==> src/rtl/cpu_ctrl_fsm.sv <==
// rtl/cpu_ctrl_fsm.sv - multi-cycle fetch/decode/execute/memory control sequencer for the 8-bit core
// Optional feature macro: CYCLE_CNT_EN (saturating retired-instruction counter on instr_count)
module cpu_ctrl_fsm #(
  parameter int CNT_W = 16
) (
  input  logic             clk,
  input  logic             reset,
  input  logic             start,
  input  logic [3:0]       opcode,
  input  logic             eq,
  input  logic             lt,
  input  logic             mem_ready,
  output logic             ir_load,
  output logic             pc_en,
  output logic [1:0]       pc_sel,
  output logic             reg_we,
  output logic [1:0]       wb_sel,
  output logic             mem_re,
  output logic             mem_we,
  output logic             halted,
  output logic [CNT_W-1:0] instr_count
);

  typedef enum logic [2:0] {
    S_IDLE,
    S_FETCH,
    S_DECODE,
    S_EXEC,
    S_MEM,
    S_HALT
  } state_t;

  localparam logic [3:0] OP_LB   = 4'b0000;
  localparam logic [3:0] OP_LHB  = 4'b0001;
  localparam logic [3:0] OP_JMP  = 4'b0010;
  localparam logic [3:0] OP_STR  = 4'b0011;
  localparam logic [3:0] OP_LIM  = 4'b0100;
  localparam logic [3:0] OP_MVB  = 4'b0101;
  localparam logic [3:0] OP_MVF  = 4'b0110;
  localparam logic [3:0] OP_ADD  = 4'b0111;
  localparam logic [3:0] OP_SUB  = 4'b1000;
  localparam logic [3:0] OP_SFT  = 4'b1001;
  localparam logic [3:0] OP_BNE  = 4'b1010;
  localparam logic [3:0] OP_BEQ  = 4'b1011;
  localparam logic [3:0] OP_BLT  = 4'b1100;
  localparam logic [3:0] OP_INC  = 4'b1101;
  localparam logic [3:0] OP_HALT = 4'b1110;

  localparam logic [1:0] PC_INC    = 2'b00;
  localparam logic [1:0] PC_BRANCH = 2'b01;
  localparam logic [1:0] PC_JUMP   = 2'b10;

  localparam logic [1:0] WB_ALU  = 2'b00;
  localparam logic [1:0] WB_MEM  = 2'b01;
  localparam logic [1:0] WB_IMM  = 2'b10;
  localparam logic [1:0] WB_MOVE = 2'b11;

  state_t     state, state_nxt;
  logic [3:0] op_q;

  always_ff @(posedge clk or posedge reset) begin
    if (reset) begin
      state <= S_IDLE;
      op_q  <= 4'b0000;
    end else begin
      state <= state_nxt;
      if (state == S_DECODE) op_q <= opcode;
    end
  end

  always_comb begin
    state_nxt = state;
    ir_load   = 1'b0;
    pc_en     = 1'b0;
    pc_sel    = PC_INC;
    reg_we    = 1'b0;
    wb_sel    = WB_ALU;
    mem_re    = 1'b0;
    mem_we    = 1'b0;
    halted    = 1'b0;
    case (state)
      S_IDLE: begin
        if (start) state_nxt = S_FETCH;
      end
      S_FETCH: begin
        ir_load   = 1'b1;
        state_nxt = S_DECODE;
      end
      S_DECODE: begin
        state_nxt = S_EXEC;
      end
      S_EXEC: begin
        state_nxt = S_FETCH;
        case (op_q)
          OP_ADD, OP_SUB, OP_SFT, OP_INC: begin
            reg_we = 1'b1;
            wb_sel = WB_ALU;
            pc_en  = 1'b1;
          end
          OP_MVB, OP_MVF: begin
            reg_we = 1'b1;
            wb_sel = WB_MOVE;
            pc_en  = 1'b1;
          end
          OP_LIM: begin
            reg_we = 1'b1;
            wb_sel = WB_IMM;
            pc_en  = 1'b1;
          end
          OP_LB, OP_LHB, OP_STR: begin
            state_nxt = S_MEM;
          end
          OP_JMP: begin
            pc_en  = 1'b1;
            pc_sel = PC_JUMP;
          end
          // Each branch looks only at its own flag, so eq=lt=1 needs no priority.
          OP_BNE: begin
            pc_en  = 1'b1;
            pc_sel = !eq ? PC_BRANCH : PC_INC;
          end
          OP_BEQ: begin
            pc_en  = 1'b1;
            pc_sel = eq ? PC_BRANCH : PC_INC;
          end
          OP_BLT: begin
            pc_en  = 1'b1;
            pc_sel = lt ? PC_BRANCH : PC_INC;
          end
          OP_HALT: begin
            state_nxt = S_HALT;
          end
          default: begin
            // TBA behaves as a NOP.
            pc_en = 1'b1;
          end
        endcase
      end
      S_MEM: begin
        mem_we = (op_q == OP_STR);
        mem_re = (op_q != OP_STR);
        if (mem_ready) begin
          pc_en     = 1'b1;
          state_nxt = S_FETCH;
          if (op_q != OP_STR) begin
            reg_we = 1'b1;
            wb_sel = WB_MEM;
          end
        end
      end
      S_HALT: begin
        halted = 1'b1;
      end
      default: begin
        state_nxt = S_IDLE;
      end
    endcase
  end

`ifdef CYCLE_CNT_EN
  logic             retire;
  logic [CNT_W-1:0] cnt_q;

  assign retire = ((state == S_EXEC) || (state == S_MEM)) && (state_nxt == S_FETCH);

  always_ff @(posedge clk or posedge reset) begin
    if (reset) begin
      cnt_q <= '0;
    end else if (retire && (cnt_q != {CNT_W{1'b1}})) begin
      cnt_q <= cnt_q + 1'b1;
    end
  end

  assign instr_count = cnt_q;
`else
  assign instr_count = '0;
`endif

endmodule

==> config.mk <==
export PLATFORM = sky130hd
export DESIGN_NAME = cpu_ctrl_fsm
export DESIGN_NICKNAME = d
export VERILOG_FILES = /design/src/rtl/cpu_ctrl_fsm.sv
export SDC_FILE = /design/constraint.sdc
export NUM_CORES = 1
export LEC_CHECK = 0
export ABC_AREA = 1
export CORE_MARGIN = 1.5
export CORE_UTILIZATION = 37
export CTS_CLUSTER_DIAMETER = 40
export DETAILED_ROUTE_END_ITERATION = 8
export MAX_ROUTING_LAYER = met4
export PLACE_DENSITY_LB_ADDON = 0.15
export SLEW_MARGIN = 10
export SYNTH_ARGS = -nofsm -noshare
export SYNTH_HDL_FRONTEND = slang
export SYNTH_SLANG_ARGS = --single-unit
==> constraint.sdc <==
create_clock -name clk -period 1.2 [get_ports clk]
set_input_delay 0.18 -clock clk [delete_from_list [all_inputs] [get_ports clk]]
set_output_delay 0.18 -clock clk [all_outputs]
set_load 0.05 [all_outputs]
# ---- Yosys cells after proc, flatten, opt, wreduce, memory -nomap -nowiden
# Cells that the tools add are included.
dict set report word_totals {
  ff_bits 7
  in_bits 10
  output_inout_bits 26
  wordCells 56
}
dict set report op_classes {
  eq_ne 22
  n_mux 24
  bitwise 1
  reduce_logical 7
}
# cell count
set op_table {}
lappend op_table {{4-bit equality test (second input constant)} 7}
lappend op_table {{3-bit one-hot mux with 6 select lines} 1}
lappend op_table {{4-bit by 3-bit equality test with 1-bit output (second input constant)} 4}
lappend op_table {{1-bit 2-to-1 mux} 14}
lappend op_table {{4-bit by 2-bit equality test with 1-bit output (second input constant)} 2}
lappend op_table {{2-bit one-hot mux with 2 select lines} 2}
lappend op_table {{2-bit one-hot mux with 4 select lines} 1}
lappend op_table {{7-bit OR reduction} 1}
lappend op_table {{3-bit by 2-bit equality test with 1-bit output (second input constant)} 2}
lappend op_table {{3-bit equality test (second input constant)} 2}
lappend op_table {{3-bit 2-to-1 mux} 2}
lappend op_table {{3-bit one-hot mux with 2 select lines} 1}
lappend op_table {{4-bit by 1-bit equality test with 1-bit output (second input constant)} 1}
lappend op_table {{4-bit zero test} 1}
lappend op_table {{2-bit inequality test (second input constant)} 2}
lappend op_table {{4-bit by 2-bit inequality test with 1-bit output (second input constant)} 1}
lappend op_table {{1-bit one-hot mux with 2 select lines} 2}
lappend op_table {{4-bit OR reduction} 1}
lappend op_table {{3-bit by 1-bit equality test with 1-bit output (second input constant)} 1}
lappend op_table {{3-bit zero test} 1}
lappend op_table {{3-bit AND reduction} 1}
lappend op_table {{3-bit OR reduction} 1}
lappend op_table {{2-bit 2-to-1 mux} 1}
lappend op_table {{2-bit OR reduction} 1}
lappend op_table {{1-bit inverter} 1}

# ---- Depth between registers and ports, before layout
# Gate-level depths: netlist (run 1).
dict set report logic_depth {
  word_depth 4
  ltp_mapped 7
  ltp_nobuf 7
}

# ---- Worst setup path before layout (run 1)
# OpenSTA, ideal clock, no wires.
dict set report synth_timing {
  kind {reg2out}
  from {register op_q[2]}
  to {output mem_we}
  arrival_time_ns 1.770
  t_required_ns 1.020
  setup_slack_ns -0.750
  path_stages_with_launch 5
  n_path_buf 1
  path_cell_list {dfrtp_1 > buf_2 > nor2_2 > inv_1 > nor3_1}
}
dict set report synth_between {
  elab_chain_len 2
}
# item line
set synth_rtl {}
lappend synth_rtl {{start: declaration} 59} ;# logic [3:0] op_q;
lappend synth_rtl {{start signal: assignment} 67} ;# if (state == S_DECODE) op_q <= opcode;
lappend synth_rtl {{4-bit by 2-bit equality test with 1-bit output} 140} ;# mem_we = (op_q == OP_STR);
lappend synth_rtl {{1-bit 2-to-1 mux} 81} ;# case (state)
lappend synth_rtl {{end: declaration} 19} ;# output logic mem_we,
# Every way passes these cells.

# ---- Final worst setup path (run 1)
dict set report layout_timing {
  from {register state[0]}
  to {output wb_sel[1]}
}
dict set report layout_between {
  elab_chain_len 2
  elab_cells_between_ends 3
  classes_between {eq/ne: 2; mux: 1}
}
# item line
set layout_rtl {}
lappend layout_rtl {{start: declaration} 58} ;# state_t state, state_nxt;
lappend layout_rtl {{start signal: assignment} 66} ;# state <= state_nxt;
lappend layout_rtl {{3-bit equality test / 3-bit by 2-bit equality test with 1-bit output (equally long branches)} 81}
lappend layout_rtl {{2-bit one-hot mux with 2 select lines (*)} 81}
lappend layout_rtl {{end: declaration} 17} ;# output logic [1:0] wb_sel,
# Every way passes the cells marked *; elsewhere a longest branch is shown, timed or not.

==> run metrics, run 1 <==
RR Startpoint=state[1]; Setup CP Type=reg2out; Critical Path, Cell by Cell=nand2_2, nor2_4, nand4_1, buf_4, inv_4, buf_12; worst-skew pair later-pin latency=between 200 and 300 ps; Crit. End Element=output port; simple-gate share of the synthesized area=approximately a third; # fillers=122; Worst Skew=7.59 ps; CP required=roughly 1000 ps; core area=1560 sq um; initial core utilization=41.1%; crit path time final=1590 ps; Avg Cell Area, Syn=6.60 sq um; Mapped Cells=97; layout cells sized above 1=between 40% and 50%; H-Tree Depth=1; DP Worst Slack=-178 ps; CTS tree=built; FMAX=approximately 630 MHz; drt pass-1 iters=6; routability congestion estimate from global placement=roughly 0.8; Final period util=133%; multiplexer share of the synthesized area=0%; Ant. Diodes=0; crit-path max cell delay=400 ps; Inserted Clock Buffers=3; Worst Path Max Fanout=4; Netlist cell types=20; Total Wirelength=~1.8 mm; num rows=14; r2r setup slk=-160 ps; mapped cell area=between 600 and 700 sq um; RSZ-0062 raised after global routing=yes; worst reg-to-reg path cell count=10; Synth area leader=dfrtp_1; post-synthesis adder-cell area fraction=0%; register area=between 150 and 200 sq um; post-synthesis register bit count=7; routed length per instance=11.5 microns; Startpoint Class=register; initial antenna violation count=0; violated checks=DRC, setup timing; clock slew seen by the registers of the worst setup and hold paths=60 ps; final core utilization=between 80 and 90%; CTS Root Cell=clkbuf_4; Synth Area in XOR/XNOR=0%; global route overflow=0; Final #Nets=between 150 and 200; mean number of vias per cell=4.44; total power=between 600 and 700 uW; Worst Slack Setup Final=-390 ps; setup_tns=-3870 ps; DP HPWL=between 1 and 1.5 mm; global-route wire length before repair=about 2.9 mm; Die Area=between 1500 and 2000 sq um; Area after DPL=1100 sq um; Multi-input gate area=between 400 and 500 sq um; Pleak=~0.00063 uW; number of global-route vias before repair=about 700; Slew Limit Fails=0; CP max-delay cell=dfrtp_1; synth warn=0; Fin. Hold Viols=0; area share of the largest cell type after synthesis=between 20% and 30%; Die Span X=between 40 and 50 microns; CP arrival=between 1000 and 1500 ps; hold_buf cts=0; largest net degree at the start of global routing=11; compound-cell area share of the yosys netlist=8.98%; largest family of logic cells by synthesized area=simple AND/OR/NAND/NOR gates; DIE HEIGHT=44.6 microns; Final setup viols=12; sequential share of the synthesized area=between 20% and 30%; Vias=702; DRC viols=1; dominant cells by area after synthesis=dfrtp_1 (27%), buf_4 (20%), nand2_1 (12%); peak supply drop=0.00105 V; HP Class=in2async; GRT Total Usage=roughly a fifth; CTS Buffer Depth=2; Max Cap Viol=0; IO Count=36; CTS Sinks=7; Syn-to-layout area delta=96.9%; worst r2r dst=state[2]; Pwr per Cell Area=530 nW/um^2; Finished Cell Area=1260 sq um; status=finished, violations left; initial drt markers=6; IO buf count=19; Routed Antenna Nets=0
-- state kept, by name, summed over array words and instances, names as in the netlist --
| register | count |
|---|---|
| state | 3 |
| op_q | 4 |
-- worst max-delay path by stage --
stage	slack (ps)	end	startpoint
5_1_grt	-470	wb_sel[1]	state[0]
3_3_place_gp	-160	pc_sel[0]	eq
6_report	-390	wb_sel[1]	state[0]
2_1_floorplan	-350	wb_sel[0]	state[1]
3_5_place_dp	-180	pc_sel[0]	eq
4_1_cts	-400	wb_sel[1]	state[0]
-- per-layer routing --
metal / global-route usage, % / wire length (microns) / up-vias
li1: - / - / 357
met1: 23.5 / 681 / 327
met2: 34.8 / 1080 / 16
met3: 4.90 / 49 / 2
met4: 5.45 / 14 / 0
met5: - / 0 / -
-- layout by cell type (no fill, tap or decap) --
cell | Yosys | layout
a21oi_1 | 4 | 3
a21oi_4 | 0 | 2
buf_12 | 0 | 10
buf_4 | 17 | 19
buf_6 | 0 | 6
clkbuf_1 | 0 | 1
clkbuf_4 | 0 | 3
clkdlybuf4s50_1 | 0 | 9
conb_1 | 1 | 16
dfrtp_1 | 7 | 4
dfrtp_2 | 0 | 3
inv_1 | 15 | 9
inv_2 | 0 | 3
inv_4 | 0 | 2
inv_6 | 0 | 1
nand2_1 | 21 | 15
nand2_2 | 2 | 4
nand2_4 | 0 | 4
nand3_1 | 5 | 4
nand3_4 | 0 | 2
nand4_1 | 2 | 2
nor2_1 | 10 | 7
nor2_2 | 2 | 2
nor2_4 | 1 | 4
nor3_4 | 0 | 2
o21ai_0 | 3 | 1
o21ai_1 | 1 | 1
o21ai_2 | 1 | 1
o21ai_4 | 0 | 2
-- critical path: cells and delay by family, from the launching register on --
| kind | cells | cell delay (ps) |
|---|---|---|
| simple gates | 3 | 390 |
| buf+inv | 3 | 370 |
| flops | 1 | 400 |
-- power by group --
part	internal (uW)	switching [uW]
Combinational	54.5	150
Sequential	242	8.32
Clock	127	87.0
Total	423	246
-- what timing repair did --
action | in CTS | in global routing
pin swaps | 4 | 7
hold endpoints to repair | 0 | 0
resized for setup | 11 | 14
setup buffers | 3 | 4
endpoints found under the setup margin | 11 | 17
-- final cells by class --
class / instances / area share, %
clock buffer: 4 / 2.08
inverter: 15 / 5.26
multi-input combinational: 72 / 37.2
sequential: 7 / 14.2
tap: 16 / 1.59
timing repair buffer: 44 / 39.7
-- through the flow --
stage                     hold WS [ps]  cells
after floorplan                  -16.6    112
final                              155    158
after detailed placement           428    147
after global routing               191    158
after CTS                          153    154
after global placement             422    147
-- synth_stat cells --
master   count
a21oi_1      4
a21oi_2      1
buf_2        1
buf_4       17
conb_1       1
dfrtp_1      7
inv_1       15
nand2_1     21
nand2_2      2
nand3_1      5
nand3_2      1
nand4_1      2
nor2_1      10
nor2_2       2
nor2_4       1
nor3_1       1
nor3_2       1
o21ai_0      3
o21ai_1      1
o21ai_2      1
-- kinds of logic after synthesis --
logic type	Yosys count
compound gates	10
buf+inv	33
flops	7
other cells	1
simple gates	46
No activity file was read; power rests on OpenSTA's default activity.
==> inputs of run 2 (changes only) <==
--- a/config.mk
+++ b/config.mk
@@ -6,8 +6,8 @@
 export NUM_CORES = 1
 export LEC_CHECK = 0
 export ABC_AREA = 1
-export CORE_MARGIN = 1.5
-export CORE_UTILIZATION = 37
+export CORE_MARGIN = 2
+export CORE_UTILIZATION = 30
 export CTS_CLUSTER_DIAMETER = 40
 export DETAILED_ROUTE_END_ITERATION = 8
 export MAX_ROUTING_LAYER = met4
==> run 2 against run 1 <==
  * The flow finishes with violations (setup timing)
  * Via count is 2.0% higher
  * Critical path depth stayed put
  * Clock power is 5% higher
==> run metrics, run 2 (synthesis results as in run 1) <==
status=finished, violations left; violated checks=setup timing; CP max-delay cell=dfrtp_1; Setup CP Type=reg2out; largest register by flop count=op_q; biggest regs=op_q x4, state x3; DP Worst Slack=-177 ps; worst reg-to-reg path cell count=9; Worst Path Max Fanout=3; Startpoint Class=register; worst hold slack=139 ps; hold_buf cts=0; Final setup viols=11; RSZ-0062 raised after global routing=yes; global-route wire length before repair=2.91 mm; Worst Slack Setup Final=-391 ps; Syn-to-layout area delta=102%; worst-skew pair later-pin latency=approximately 260 ps; drt pass-1 iters=4; mean number of vias per cell=~4.3; Area after DPL=approximately 1100 sq um; DRC viols=0; most frequent cells in the layout=buf_4 (17), conb_1 (16), nand2_1 (13), buf_12 (10), clkdlybuf4s50_1 (9); crit path time final=~1600 ps; Finished Cell Area=approximately 1300 sq um; HP Class=in2async; initial drt markers=6; layout cells sized above 1=~56%; Pwr per Cell Area=~520 nW/um^2; clock slew seen by the registers of the worst setup and hold paths=about 60 ps; largest net degree at the start of global routing=11; total power=between 600 and 700 uW; Die Span X=50.2 microns; num rows=16; CTS tree=built; Total Wirelength=1.73 mm; Fin. Hold Viols=0; Slew Limit Fails=0; Final #Nets=between 150 and 200; Critical Path, Cell by Cell=nand2_2, nor2_4, buf_6, inv_6, nor3_4, buf_12; routed length per instance=10.3 microns; initial antenna violation count=0; final core utilization=about two thirds; Inserted Clock Buffers=3; commonest non-fill, non-tap cell in the layout=buf_4; Crit. End Element=output port; global route overflow=0; DP HPWL=approximately 1.2 mm; H-Tree Depth=1; Die Area=approximately 2500 sq um; GRT Total Usage=around 16%; DIE HEIGHT=around 50 microns; Routed Antenna Nets=0; Worst Skew=~4.1 ps; Pleak=between 0.0006 and 0.0007 uW; crit-path max cell delay=approximately 400 ps; Vias=716; Max Cap Viol=0; peak supply drop=between 0.0005 and 0.0006 V; IO buf count=19; number of global-route vias before repair=~700; max reg flops=4; routability congestion estimate from global placement=about 0.75; IO Count=36; core area=between 1500 and 2000 sq um; Ant. Diodes=0; CTS Buffer Depth=2; Final period util=133%; initial core utilization=32.3%; FMAX=628 MHz; CP required=between 1000 and 1500 ps; CTS Root Cell=clkbuf_4; CP arrival=between 1000 and 1500 ps; CTS Sinks=7
-- run 2: area by class of cell --
cell class	instances	area [sq um]
Multi-Input combinational cell	73	500
Clock buffer	4	26.3
Sequential cell	7	181
Inverter	15	75.1
Timing Repair Buffer	41	474
Tap cell	27	33.8
Fill cell	163	691
-- run 2: critical path, delay by kind of cell (launching register included) --
family	cells	cell delay, ps
flip-flops	1	400
AND/OR/NAND/NOR	3	420
buffers and inverters	3	330
-- run 2: per-layer routing --
layer / part of all wire (%) / routed length (microns) / global-route usage (%) / vias to the layer above
met2: 52 / 904 / 27.9 / 19
met4: 1.0 / 18 / 5.56 / 0
met5: 0 / 0 / - / -
met1: 41 / 716 / 17.0 / 339
li1: - / - / - / 355
met3: 5.1 / 88 / 3.87 / 3
-- run 2: report_power, final --
group          switching [uW]  leakage [uW]  internal [uW]  total (uW)
clock                    97.2     0.0000150            128         225
combinational             148      0.000514           49.7         198
sequential               9.90     0.0000716            242         252
total                     255      0.000601            420         675
-- run 2: stage by stage --
step	std cells	TNS, ps
after floorplan	112	-1090
after global placement	156	-753
after detailed placement	156	-794
after CTS	164	-3400
after global routing	167	-4390
final	167	-3370
-- run 2: worst paths after layout --
kind,slack (ps),from,end
worst max-delay path,-390,state[0],pc_sel[1]
worst min register to register,630,op_q[2],op_q[2]
worst min-delay path,140,reset,op_q[0]
max in group asynchronous,840,reset,op_q[3]
min in group clk,470,opcode[2],op_q[2]
worst max register to register,-80,state[1],state[0]
-- run 2: timing repair --
item,CTS,global route
endpoints found under the hold margin,0,0
pin swaps,7,7
endpoints found under the setup margin,12,15
resized for setup,23,14
buffers inserted,4,2
gates cloned,0,1
==> patch: new RTL, settings of run 1 <==
The option `CYCLE_CNT_EN` is turned on by a define.
--- a/src/rtl/cpu_ctrl_fsm.sv
+++ b/src/rtl/cpu_ctrl_fsm.sv
@@ -1,5 +1,7 @@
 // rtl/cpu_ctrl_fsm.sv - multi-cycle fetch/decode/execute/memory control sequencer for the 8-bit core
 // Optional feature macro: CYCLE_CNT_EN (saturating retired-instruction counter on instr_count)
+`define CYCLE_CNT_EN
+
 module cpu_ctrl_fsm #(
   parameter int CNT_W = 16
 ) (
Function: changed (Yosys sat finds a counterexample within 10 cycles, from zero or initial values and one cycle with reset high).
==> patch against run 1 <==
  * The flow finishes with violations (negative setup slack)
  * Synthesized cell count is 130% higher
  * Design area is 150% higher
  * Total power is 120% higher
  * Routed wire length grew to 3.0 times the old value
  * Area after synthesis is 130% higher
  * Sequential cell count is 16 higher
  * Worst setup slack worse by 0.040 ns
  * Sequential share of layout area is 4.8 points higher
  * Non-clock buffer count is 53 higher
==> patch: results (changes against run 1) <==
The average cell area after synthesis came out at 6.758 um^2 (was 6.604 um^2). Smallest setup slack after layout: -0.4304 ns (was -0.3900 ns). The total setup violations reported at the end of the flow was 33 (was 12); the routed via count divided by cell count was 5.040 (was 4.443). Number of distinct standard cells referenced by the synthesized netlist: 24 (was 20).

The DRC marker count from the first detailed-route iteration is 91 (was 6), and the peak per-stage delay on the critical path is 0.43 ns (was 0.40 ns). The clock transition at the register clock pins on the worst setup and hold paths after CTS is 0.08 ns (was 0.06 ns). The routed length per instance was 14.68 um (was 11.52 um). The total iterations of the first detailed-routing run was 4 (was 6); the largest net degree at the start of global routing was 24 (was 11).

The tools report the start of the worst register-to-register path as state[0]$_DFF_PP0_ (was state[1]$_DFFE_PP0P_). The logs give 38.37% (was 27.34%) for the sequential-to-total area share from yosys stat and 1818 (was 686) for the via count of the first global-routing pass. The tools report the launching instance or port of the critical path as op_q[2]$_DFFE_PP0P_ (was state[0]$_DFFE_PP0P_).

The net total in the final layout is 335 (was 153). The run gives 355 (was 147) as the number of instances in the placed design. The wire length of the first global-routing pass came out at 8.086 mm (was 2.877 mm).

The flow ran to the end, but the final reports show violations. The fraction of final layout cells sized beyond drive strength 1 came out at 56.04% (was 49.30%). The slack of the worst reg-to-reg path came out at -0.37 ns (was -0.16 ns). The logs give 1870 (was 702) for the count of vias placed by the detailed router and -9.544 ns (was -3.870 ns) for the accumulated negative setup slack. The endpoint of the worst setup timing path is mem_we (was wb_sel[1]). Root buffer cell: clkbuf_8 (was clkbuf_4). The logs give 373.3 uV (was 1048 uV) for the worst vdd rail ir drop and 0.002080 ns (was 0.007585 ns) for the post-route clock skew.

Violated checks: negative setup slack (was design-rule violations, negative setup slack).
==> patch: cell count changes after synthesis, moves of 4 or more <==
cell | run 1 | this run
xnor2_1 | 0 | 4
buf_4 | 17 | 0
nand2_1 | 21 | 96
inv_1 | 15 | 20
nor2_1 | 10 | 31
dfrtp_1 | 7 | 23
==> patch: cells by family (layout without fill, tap and decap cells) <==
logic type	Yosys count	in the layout	synth area share, %
adder cells (fa/ha/maj)	1	1	0.8339
buffers and inverters	24	123	7.006
AND/OR/NAND/NOR	149	150	41.78
AO/OA/AOI/OAI	18	19	7.924
flip-flops	23	23	38.37
XOR/XNOR	7	7	4.087
==> patch: per-layer routing <==
metal  share of wire, %  vias up  track usage (%)
met3                3.3       16            2.534
met4                2.2        0            10.20
met1                 41      903            26.80
li1                   -      897                -
met5                  0        -                -
met2                 54       54            46.00
==> patch: what timing repair did <==
| item | in CTS | in global routing |
|---|---|---|
| hold buffers | 0 | 0 |
| pin swaps | 12 | 22 |
| setup endpoints to repair | 33 | 39 |
| setup buffers | 10 | 3 |
| gates resized for setup | 40 | 52 |
| gates cloned | 1 | 2 |
==> patch: worst register-to-register path, cell delays in order (launching register included) <==
cell and delay, ns:
dfrtp_1 0.40, nand2_2 0.08, nor2_4 0.18, buf_6 0.13
nand3_4 0.09, buf_6 0.13, a21oi_4 0.19, clkbuf_16 0.21
nand2_1 0.06, nand2_1 0.06
==> patch: how the worst min path moves through the flow <==
stage               cells after the start  slack, ns                           to  startpoint
floorplan                               1       0.18  instr_count[15]$_DFFE_PP0P_       reset
global placement                        3       0.52   instr_count[3]$_DFFE_PP0P_       reset
detailed placement                      3       0.52          op_q[2]$_DFFE_PP0P_       reset
finish                                  3       0.22   instr_count[3]$_DFFE_PP0P_       reset
global route                            3       0.24   instr_count[0]$_DFFE_PP0P_       reset
CTS                                     3       0.24   instr_count[3]$_DFFE_PP0P_       reset
==> patch: final cells by class <==
class | instances | area share [%]
Timing Repair Buffer | 97 | 38.20
Tap cell | 48 | 1.908
Clock buffer | 4 | 1.431
Sequential cell | 23 | 18.96
Multi-Input combinational cell | 177 | 36.65
Inverter | 22 | 2.862
==> patch: through the flow <==
stage	cell area [um^2]	util (%)	hold slack [ns]
4_1_cts	2935	77.84	0.2360
6_report	3148	83.48	0.2241
2_1_floorplan	1612	-	0.1809
5_1_grt	3148	83.48	0.2362
3_3_place_gp	2688	71.27	0.5186
3_5_place_dp	2688	71.27	0.5244
==> patch: power by group <==
| part | internal [mW] | total [mW] | switching [mW] |
|---|---|---|---|
| combinational | 0.0815 | 0.163 | 0.0818 |
| clock | 0.237 | 0.495 | 0.257 |
| sequential | 0.781 | 0.791 | 0.00982 |
| total | 1.10 | 1.45 | 0.349 |
